**config.mk**
```make
export PLATFORM = sky130hd
export DESIGN_NAME = cu_instr_sequencer
export DESIGN_NICKNAME = d
export VERILOG_FILES = /design/src/rtl/cu_instr_sequencer.sv
export SDC_FILE = /design/constraint.sdc
export NUM_CORES = 1
export LEC_CHECK = 0
export CAP_MARGIN = 20
export CORE_MARGIN = 8
export CORE_UTILIZATION = 35
export CTS_BUF_LIST = sky130_fd_sc_hd__clkbuf_4
export DETAILED_ROUTE_END_ITERATION = 16
export PLACE_DENSITY = 0.58
export RECOVER_POWER = 100
export SYNTH_ARGS = -nofsm -noshare
export SYNTH_HDL_FRONTEND = slang
export SYNTH_SLANG_ARGS = --single-unit
```
**constraint.sdc**
```tcl
create_clock -name clk -period 2.9 [get_ports clk]
set_input_delay 0.58 -clock clk [delete_from_list [all_inputs] [get_ports clk]]
set_output_delay 0.58 -clock clk [all_outputs]
set_load 0.05 [all_outputs]
```
**src/rtl/cu_instr_sequencer.sv**
```systemverilog
// Purpose : replays a preloaded {op, operand} program onto the compute unit's ui_in/uio_in bus, then captures uo_out.
// Latency : first instruction on the bus one clock after start; each entry is held HOLD_CYCLES clocks; done one clock after the last entry.
// Backpr. : wr_ready drops while not IDLE or when the buffer is full (writes then dropped); ena=0 freezes every register.
//
// Ports:
//   clk, rst_n          clock, asynchronous active-low reset
//   ena                 global enable, 0 holds all state and outputs
//   wr_valid/wr_ready   program write handshake, wr_op -> cu_ui, wr_data -> cu_uio
//   clear               empty the program buffer (IDLE only, beats a same-cycle write)
//   start               level-sampled replay request (IDLE only)
//   cu_ui/cu_uio        instruction bus to the compute unit, cu_valid marks a program entry
//   cu_uo               compute unit output, captured into result on leaving DONE
//   busy/done           replay in progress / one-cycle end-of-replay pulse
//   count               number of loaded entries
module cu_instr_sequencer #(
    parameter int DEPTH       = 8,
    parameter int HOLD_CYCLES = 1
) (
    input  logic                    clk,
    input  logic                    rst_n,
    input  logic                    ena,
    input  logic                    wr_valid,
    input  logic [7:0]              wr_op,
    input  logic [7:0]              wr_data,
    output logic                    wr_ready,
    input  logic                    clear,
    input  logic                    start,
    output logic [7:0]              cu_ui,
    output logic [7:0]              cu_uio,
    output logic                    cu_valid,
    input  logic [7:0]              cu_uo,
    output logic                    busy,
    output logic                    done,
    output logic [7:0]              result,
    output logic [$clog2(DEPTH):0]  count
);

    localparam int         IW       = $clog2(DEPTH);
    localparam int         CW       = IW + 1;
    localparam logic [3:0] HOLD_RLD = 4'(HOLD_CYCLES - 1);

    typedef enum logic [1:0] {
        S_IDLE = 2'd0,
        S_RUN  = 2'd1,
        S_DONE = 2'd2
    } state_t;

    state_t         r_state;
    logic [CW-1:0]  r_count;
    logic [IW-1:0]  r_idx;
    logic [3:0]     r_hold;
    logic [7:0]     r_cu_ui;
    logic [7:0]     r_cu_uio;
    logic           r_cu_valid;
    logic           r_busy;
    logic           r_done;
    logic [7:0]     r_result;
    logic           r_wr_ready;
    logic [15:0]    r_mem [DEPTH];

    state_t         w_state_nxt;
    logic [CW-1:0]  w_count_nxt;
    logic [IW-1:0]  w_idx_nxt;
    logic [IW-1:0]  w_idx_inc;
    logic [3:0]     w_hold_nxt;
    logic [7:0]     w_ui_nxt;
    logic [7:0]     w_uio_nxt;
    logic           w_valid_nxt;
    logic           w_busy_nxt;
    logic           w_done_nxt;
    logic [7:0]     w_result_nxt;
    logic           w_wr_ready_nxt;
    logic           w_wr_acc;

    assign w_idx_inc = r_idx + IW'(1);

    always_comb begin
        w_state_nxt  = r_state;
        w_count_nxt  = r_count;
        w_idx_nxt    = r_idx;
        w_hold_nxt   = r_hold;
        w_ui_nxt     = r_cu_ui;
        w_uio_nxt    = r_cu_uio;
        w_valid_nxt  = r_cu_valid;
        w_busy_nxt   = r_busy;
        w_done_nxt   = 1'b0;
        w_result_nxt = r_result;
        w_wr_acc     = 1'b0;

        case (r_state)
            S_IDLE: begin
                // clear wins over both a write and a start in the same cycle,
                // so a replay never begins against a buffer being emptied.
                if (clear) begin
                    w_count_nxt = '0;
                end else begin
                    if (wr_valid && r_wr_ready && (r_count < CW'(DEPTH))) begin
                        w_wr_acc    = 1'b1;
                        w_count_nxt = r_count + CW'(1);
                    end
                    if (start) begin
                        if (r_count != '0) begin
                            w_state_nxt = S_RUN;
                            {w_ui_nxt, w_uio_nxt} = r_mem[0];
                            w_valid_nxt = 1'b1;
                            w_busy_nxt  = 1'b1;
                            w_idx_nxt   = '0;
                            w_hold_nxt  = HOLD_RLD;
                        end else begin
                            w_state_nxt = S_DONE;
                            w_done_nxt  = 1'b1;
                        end
                    end
                end
            end
            S_RUN: begin
                if (r_hold != 4'd0) begin
                    w_hold_nxt = r_hold - 4'd1;
                end else if ((CW'(r_idx) + CW'(1)) < r_count) begin
                    // Next entry follows immediately, no NOP gap between instructions.
                    w_idx_nxt  = w_idx_inc;
                    {w_ui_nxt, w_uio_nxt} = r_mem[w_idx_inc];
                    w_hold_nxt = HOLD_RLD;
                end else begin
                    w_state_nxt = S_DONE;
                    w_ui_nxt    = 8'h00;
                    w_uio_nxt   = 8'h00;
                    w_valid_nxt = 1'b0;
                    w_busy_nxt  = 1'b0;
                    w_done_nxt  = 1'b1;
                end
            end
            S_DONE: begin
                // The unit has seen NOP for one cycle by now; its output is final.
                w_state_nxt  = S_IDLE;
                w_result_nxt = cu_uo;
            end
            default: begin
                w_state_nxt = S_IDLE;
            end
        endcase
    end

    // wr_ready is registered from the next state, so it is already correct
    // in the cycle following a state or count change.
    assign w_wr_ready_nxt = (w_state_nxt == S_IDLE) && (w_count_nxt < CW'(DEPTH));

    always_ff @(posedge clk or negedge rst_n) begin
        if (!rst_n) begin
            r_state    <= S_IDLE;
            r_count    <= '0;
            r_idx      <= '0;
            r_hold     <= 4'd0;
            r_cu_ui    <= 8'h00;
            r_cu_uio   <= 8'h00;
            r_cu_valid <= 1'b0;
            r_busy     <= 1'b0;
            r_done     <= 1'b0;
            r_result   <= 8'h00;
            r_wr_ready <= 1'b0;
        end else if (ena) begin
            r_state    <= w_state_nxt;
            r_count    <= w_count_nxt;
            r_idx      <= w_idx_nxt;
            r_hold     <= w_hold_nxt;
            r_cu_ui    <= w_ui_nxt;
            r_cu_uio   <= w_uio_nxt;
            r_cu_valid <= w_valid_nxt;
            r_busy     <= w_busy_nxt;
            r_done     <= w_done_nxt;
            r_result   <= w_result_nxt;
            r_wr_ready <= w_wr_ready_nxt;
        end
    end

    // Program storage has no reset; only entries below count are ever read.
    always_ff @(posedge clk) begin
        if (ena && w_wr_acc) begin
            r_mem[r_count[IW-1:0]] <= {wr_op, wr_data};
        end
    end

    assign wr_ready = r_wr_ready;
    assign cu_ui    = r_cu_ui;
    assign cu_uio   = r_cu_uio;
    assign cu_valid = r_cu_valid;
    assign busy     = r_busy;
    assign done     = r_done;
    assign result   = r_result;
    assign count    = r_count;

endmodule

```
* Word level (Yosys, flattened, before mapping) *
Memory sizes are Yosys's and may differ from the RTL's.
Cells that the tools add are included.

storage, ports and cells
  register bits = 40
  memory bits (writable) = 128
  logic and storage cells = 91
  memories = 1
  output and inout bits = 32

memory list
  name   words  bits a word  rd ports  clocked after memory_dff  wr ports  line  text
  r_mem  8      16           2         0                         1         59    logic [15:0] r_mem [DEPTH];

operators by class
  reductions and logical operators = 14
  add/sub/neg operators = 4
  $lt $le $gt $ge = 3
  equal/unequal tests = 9
  multiplexer cells = 50

operators by type and width
  operator                                          count
  2-to-1 mux 8 bit                                  10
  2-to-1 mux 4 bit                                  8
  case mux 8 bit (2 select lines)                   2
  2-to-1 mux 1 bit                                  15
  2-to-1 mux 3 bit                                  5
  AND reduction 7 bit                               2
  != test 2 bit, second input constant              6
  AND reduction 6 bit                               2
  2-to-1 mux 2 bit                                  5
  < comparator 4 bit, second input constant         2
  case mux 4 bit (2 select lines)                   1
  nonzero test 4 bit                                2
  case mux 3 bit (2 select lines)                   1
  adder 3 x 1 -> 4 bit, second input constant       1
  adder 4 x 1 -> 4 bit, second input constant       1
  logical AND 1 bit                                 4
  logical NOT 2 bit                                 2
  < comparator 4 bit                                1
  case mux 1 bit (2 select lines)                   2
  case mux 2 bit (2 select lines)                   1
  subtractor 4 x 1 -> 4 bit, second input constant  1
  adder 3 x 1 -> 3 bit, second input constant       1
  != test 3 bit, second input constant              1
  == test 2 x 1 -> 1 bit, second input constant     1
  3 further kinds                                   3

* Longest topological paths before layout *
  word-level depth = 8
  mapped depth = 10

* Least setup slack after synthesis *
OpenSTA, ideal clock, no wires.

  path kind = reg-to-reg
  start point = reg r_state[1]
  end point = mem r_mem[1][0] (enable)
  arrival time = 2.621 ns
  setup slack = -0.130 ns
  stages on the path, launching flop included = 7
  path buffers = 1
  path through = dfrtp_1 > buf_2 > or2_1 > nor3_4 > nand2_1 > or3_1 > nor3_1

on the way
  word-level cells in the longest chain between the ends = 5

RTL lines
  element                                 line  text
  start, declared                         48    state_t r_state;
  start signal, assigned                  162   r_state <= w_state_nxt;
  logical NOT 2 bit                       90    case (r_state)
  2-to-1 mux 1 bit                        90
  logical AND 1 bit                       178   if (ena && w_wr_acc) begin
  2-to-1 mux 1 bit                        178
  2-to-1 mux 1 bit (implied by the code)  179   r_mem[r_count[IW-1:0]] <= {wr_op, wr_data};
  end, declared                           59

No other way between the ends.

* Final worst setup path *
  start point = reg r_state[1]
  end point = mem r_mem[0][11] (enable)

The elaborated chain is that of the path after synthesis.

==> out/metrics.csv <==
stage,metric,value,unit
yosys,top_reg_cell synth,edfxtp_1,
drt,met1 WL,7230,um
worst_setup_path,"Max FO, Critical Path",11,
global_routing,initial antenna violation count,1,
worst_setup_path,crit path cell chain,or2_0 > nor3_1 > nand2_1 > or3_1 > nor3_1 > clkbuf_2,
sta,max_slew headroom,30.3,%
run_status,status,finished clean,
place,GPL Wtd Cong,0.758,
drt,DRT iter0 DRCs,429,
sta,final setup fails,0,
sta,actual slew at the worst max-slew pin,1.05,ns
drt,Top Layer Used,met4,
worst_setup_path,CP max stage cell,dfrtp_1,
cts,Max clock buf depth,2,
worst_setup_path,critical path required time,3.11,ns
cts,clk_lat worst skew,0.56,ns
cts,CTS tree,done,
floorplan,Core Rows,51,
global_routing,GRT Util Overall,13.4,%
drt,wire length after detailed routing,15600,um
cts,CTS Sinks,168,
yosys,syn avg cell area,17.2,um^2
cts,# H-tree levels,4,
worst_setup_path,CP Class,register to register,
drt,met3 WL,1150,um
worst_setup_path,Max stage delay on crit path,0.50,ns
drt,WL met2,7050,um
yosys,sequential-to-total area share from yosys stat,70.5,%
sta,clk_skew,0.0223,ns
power_and_ir_drop,Tot Pwr,7.58,mW
floorplan,core area,0.0194,mm^2
finish,nets@finish,520,
yosys,Seq cells post-synth,168,
worst_setup_path,worst reg2reg setup slack,0.24,ns
cts,clk slew on worst S/H paths,0.14,ns
sta,setup_tns,0,ns
floorplan,die area,0.0244,mm^2
worst_setup_path,cell mode on critical path,nor3_1,
worst_setup_path,worst setup path end,r_mem[0][11],
finish,layout overhead on the synthesized area,17.8,%
yosys,Mapped Nets,438,
yosys,synthesized area,0.00687,mm^2
cts,TritonCTS Buffers,17,
drt,DR vias/cell,5.13,
floorplan,Die W,156,um
yosys,Post-Synthesis Cells,400,
floorplan,Die Y-Extent,156,um
power_and_ir_drop,Lkg Pwr,2.77,nW
worst_setup_path,worst reg2reg path startpoint,r_state[1],
drt,First-pass DRT Iterations,5,
global_routing,global-route wire length before repair,24300,um
run,Max Cap Violations,0,
worst_setup_path,FF-to-FF path depth,6,
yosys,Yosys cell types,48,
sta,unrepaired setup endpoints after global routing,no,
cts,Root Driver,clkbuf_4,
worst_setup_path,WP data arrival,2.87,ns
sta,Final Max Slew Viols,0,
place,dpl hpwl,10300,um
finish,fill cell count,1802,
worst_setup_path,CP endpoint kind,register,
yosys,share of flip-flops with an asynchronous set or reset,23.8,%
yosys,Syn. warnings,0,
finish,share of cells above drive strength 1,18.8,%
worst_setup_path,Critical R2R Capture,r_mem[0][11],
sta,Final period util,91.8,%
worst_setup_path,CP startpoint kind,register,
sta,fmax,0.376,GHz
global_routing,vias in the first global route,4162,
worst_setup_path,crit path launch,r_state[1],
drt,Avg WL per Cell,20.5,um
drt,# DRC,0,
power_and_ir_drop,"IR drop worst, VDD",457,uV
floorplan,Starting Density,35.4,%
sta,fin crit period,2.66,ns
power_and_ir_drop,Pwr Density,936,mW/mm^2
floorplan,I/O pin cnt,62,
drt,Post-DRT Antenna Nets,0,
global_routing,largest net degree at the start of global routing,34,
yosys,Post-synth EDFFs,128,
drt,routed vias,3902,
place,Port Buffers,61,
min_path,HP Class,register to register,
finish,final core utilization,41.7,%
sta,Fin. Hold Viols,0,
global_routing,grt ovf,0,
[worst max-delay path, delay by kind of cell, from the launching register on]
family | cells | cell delay [ns]
buffers and inverters | 1 | 0.41
AND/OR/NAND/NOR | 5 | 1.40
flip-flops | 1 | 0.50
[what timing repair did]
item	4_1_cts	5_1_grt
setup buffers	0	0
hold endpoints to repair	16	0
endpoints found under the setup margin	0	0
hold buffers	1	0
resized for setup	0	0
[metrics by stage]
stage / instance area, um^2 / instances / setup WS (ns) / hold WS, ns
6_report: 8100 / 761 / 0.239 / 0.494
5_1_grt: 8100 / 761 / 0.0655 / 0.522
4_1_cts: 8210 / 760 / 0.244 / 0.452
3_5_place_dp: 7910 / 727 / 0.177 / 0.470
3_3_place_gp: 7910 / 727 / 0.299 / 0.472
2_1_floorplan: 6880 / 400 / 0.153 / 0.284
[power breakdown]
group / switching [mW] / internal (mW)
Combinational: 1.89 / 1.19
Sequential: 0.242 / 2.86
Clock: 0.837 / 0.555
Total: 2.97 / 4.61
[cells by family (layout without fill, tap and decap cells)]
family                   Yosys count  in the layout  share of synthesized area (%)
AND/OR/NAND/NOR                   85             85                           6.28
XOR/XNOR                           1              1                          0.237
AO/OA/AOI/OAI                     53             53                           5.19
buffers and inverters             28            123                           2.06
flip-flops                       168            168                           70.5
multiplexers                      57             57                           14.3
other                              0              1                              0
adder cells (fa/ha/maj)            8              8                           1.46
[Yosys cell counts, types with 2 or more instances]
library cell / number / share of area [%]
a21oi_1: 8 / 0.58
a22o_1: 2 / 0.25
a31o_2: 2 / 0.25
and3_1: 4 / 0.36
buf_2: 8 / 0.58
buf_4: 3 / 0.33
buf_6: 2 / 0.33
clkbuf_1: 7 / 0.38
dfrtp_1: 40 / 15
edfxtp_1: 128 / 56
ha_1: 8 / 1.5
inv_1: 7 / 0.38
mux2_2: 9 / 1.5
mux2i_1: 16 / 2.3
mux4_2: 32 / 10
nand2_1: 26 / 1.4
nand3_1: 18 / 1.3
nor2_1: 16 / 0.87
nor2b_1: 4 / 0.36
nor3_1: 2 / 0.15
o211ai_1: 15 / 1.6
o21a_1: 2 / 0.22
o21ai_0: 14 / 1.0
or3_1: 3 / 0.27
[sequential cells by signal, indices dropped and copies added (netlist names)]
register  count
r_mem       128
cu_ui         8
cu_uio        8
result        8
count         4
r_hold        4
r_idx         3
r_state       2
busy          1
done          1
wr_ready      1
[metal layers]
metal / global-route usage, % / vias up
met2: 20.1 / 144
met5: 0 / -
met1: 18.3 / 1997
met3: 3.91 / 13
met4: 4.90 / 0
li1: - / 1748
[worst min path at each step]
stage,slack (ns),startpoint,cells past startpoint,to
6_report,0.49,r_hold[3],1,r_hold[3]
5_1_grt,0.52,r_hold[3],1,r_hold[3]
4_1_cts,0.45,rst_n,2,cu_ui[2]
3_5_place_dp,0.47,r_hold[3],1,r_hold[3]
3_3_place_gp,0.47,r_hold[3],1,r_hold[3]
2_1_floorplan,0.28,rst_n,0,busy
[final cells by class]
cell class / instances / area (um^2) / area share, %
Antenna cell: 1 / 2.50 / 0.0309
Clock buffer: 20 / 150 / 1.85
Clock inverter: 12 / 143 / 1.76
Inverter: 7 / 26.3 / 0.325
Multi-Input combinational cell: 204 / 1860 / 23.0
Sequential cell: 168 / 4850 / 59.9
Tap cell: 265 / 332 / 4.10
Timing Repair Buffer: 84 / 734 / 9.07
[cells in the final DEF, fill, tap and decap left out, types with 3 or more instances in the layout]
| cell type | count |
|---|---|
| and3_1 | 4 |
| nand2_1 | 26 |
| or3_1 | 3 |
| nor2b_1 | 4 |
| dlygate4sd3_1 | 50 |
| inv_1 | 7 |
| buf_4 | 7 |
| o21ai_0 | 14 |
| nor2_1 | 16 |
| mux2i_1 | 16 |
| clkbuf_1 | 7 |
| o211ai_1 | 15 |
| nand3_1 | 18 |
| clkdlybuf4s50_1 | 11 |
| clkbuf_2 | 9 |
| nor3_1 | 3 |
| dfrtp_1 | 39 |
| mux4_2 | 32 |
| clkbuf_4 | 20 |
| ha_1 | 8 |
| mux2_2 | 9 |
| edfxtp_1 | 128 |
| inv_6 | 3 |
| clkinv_4 | 3 |
| a21oi_1 | 8 |
Note: power is estimated with default switching activity, not from simulation.
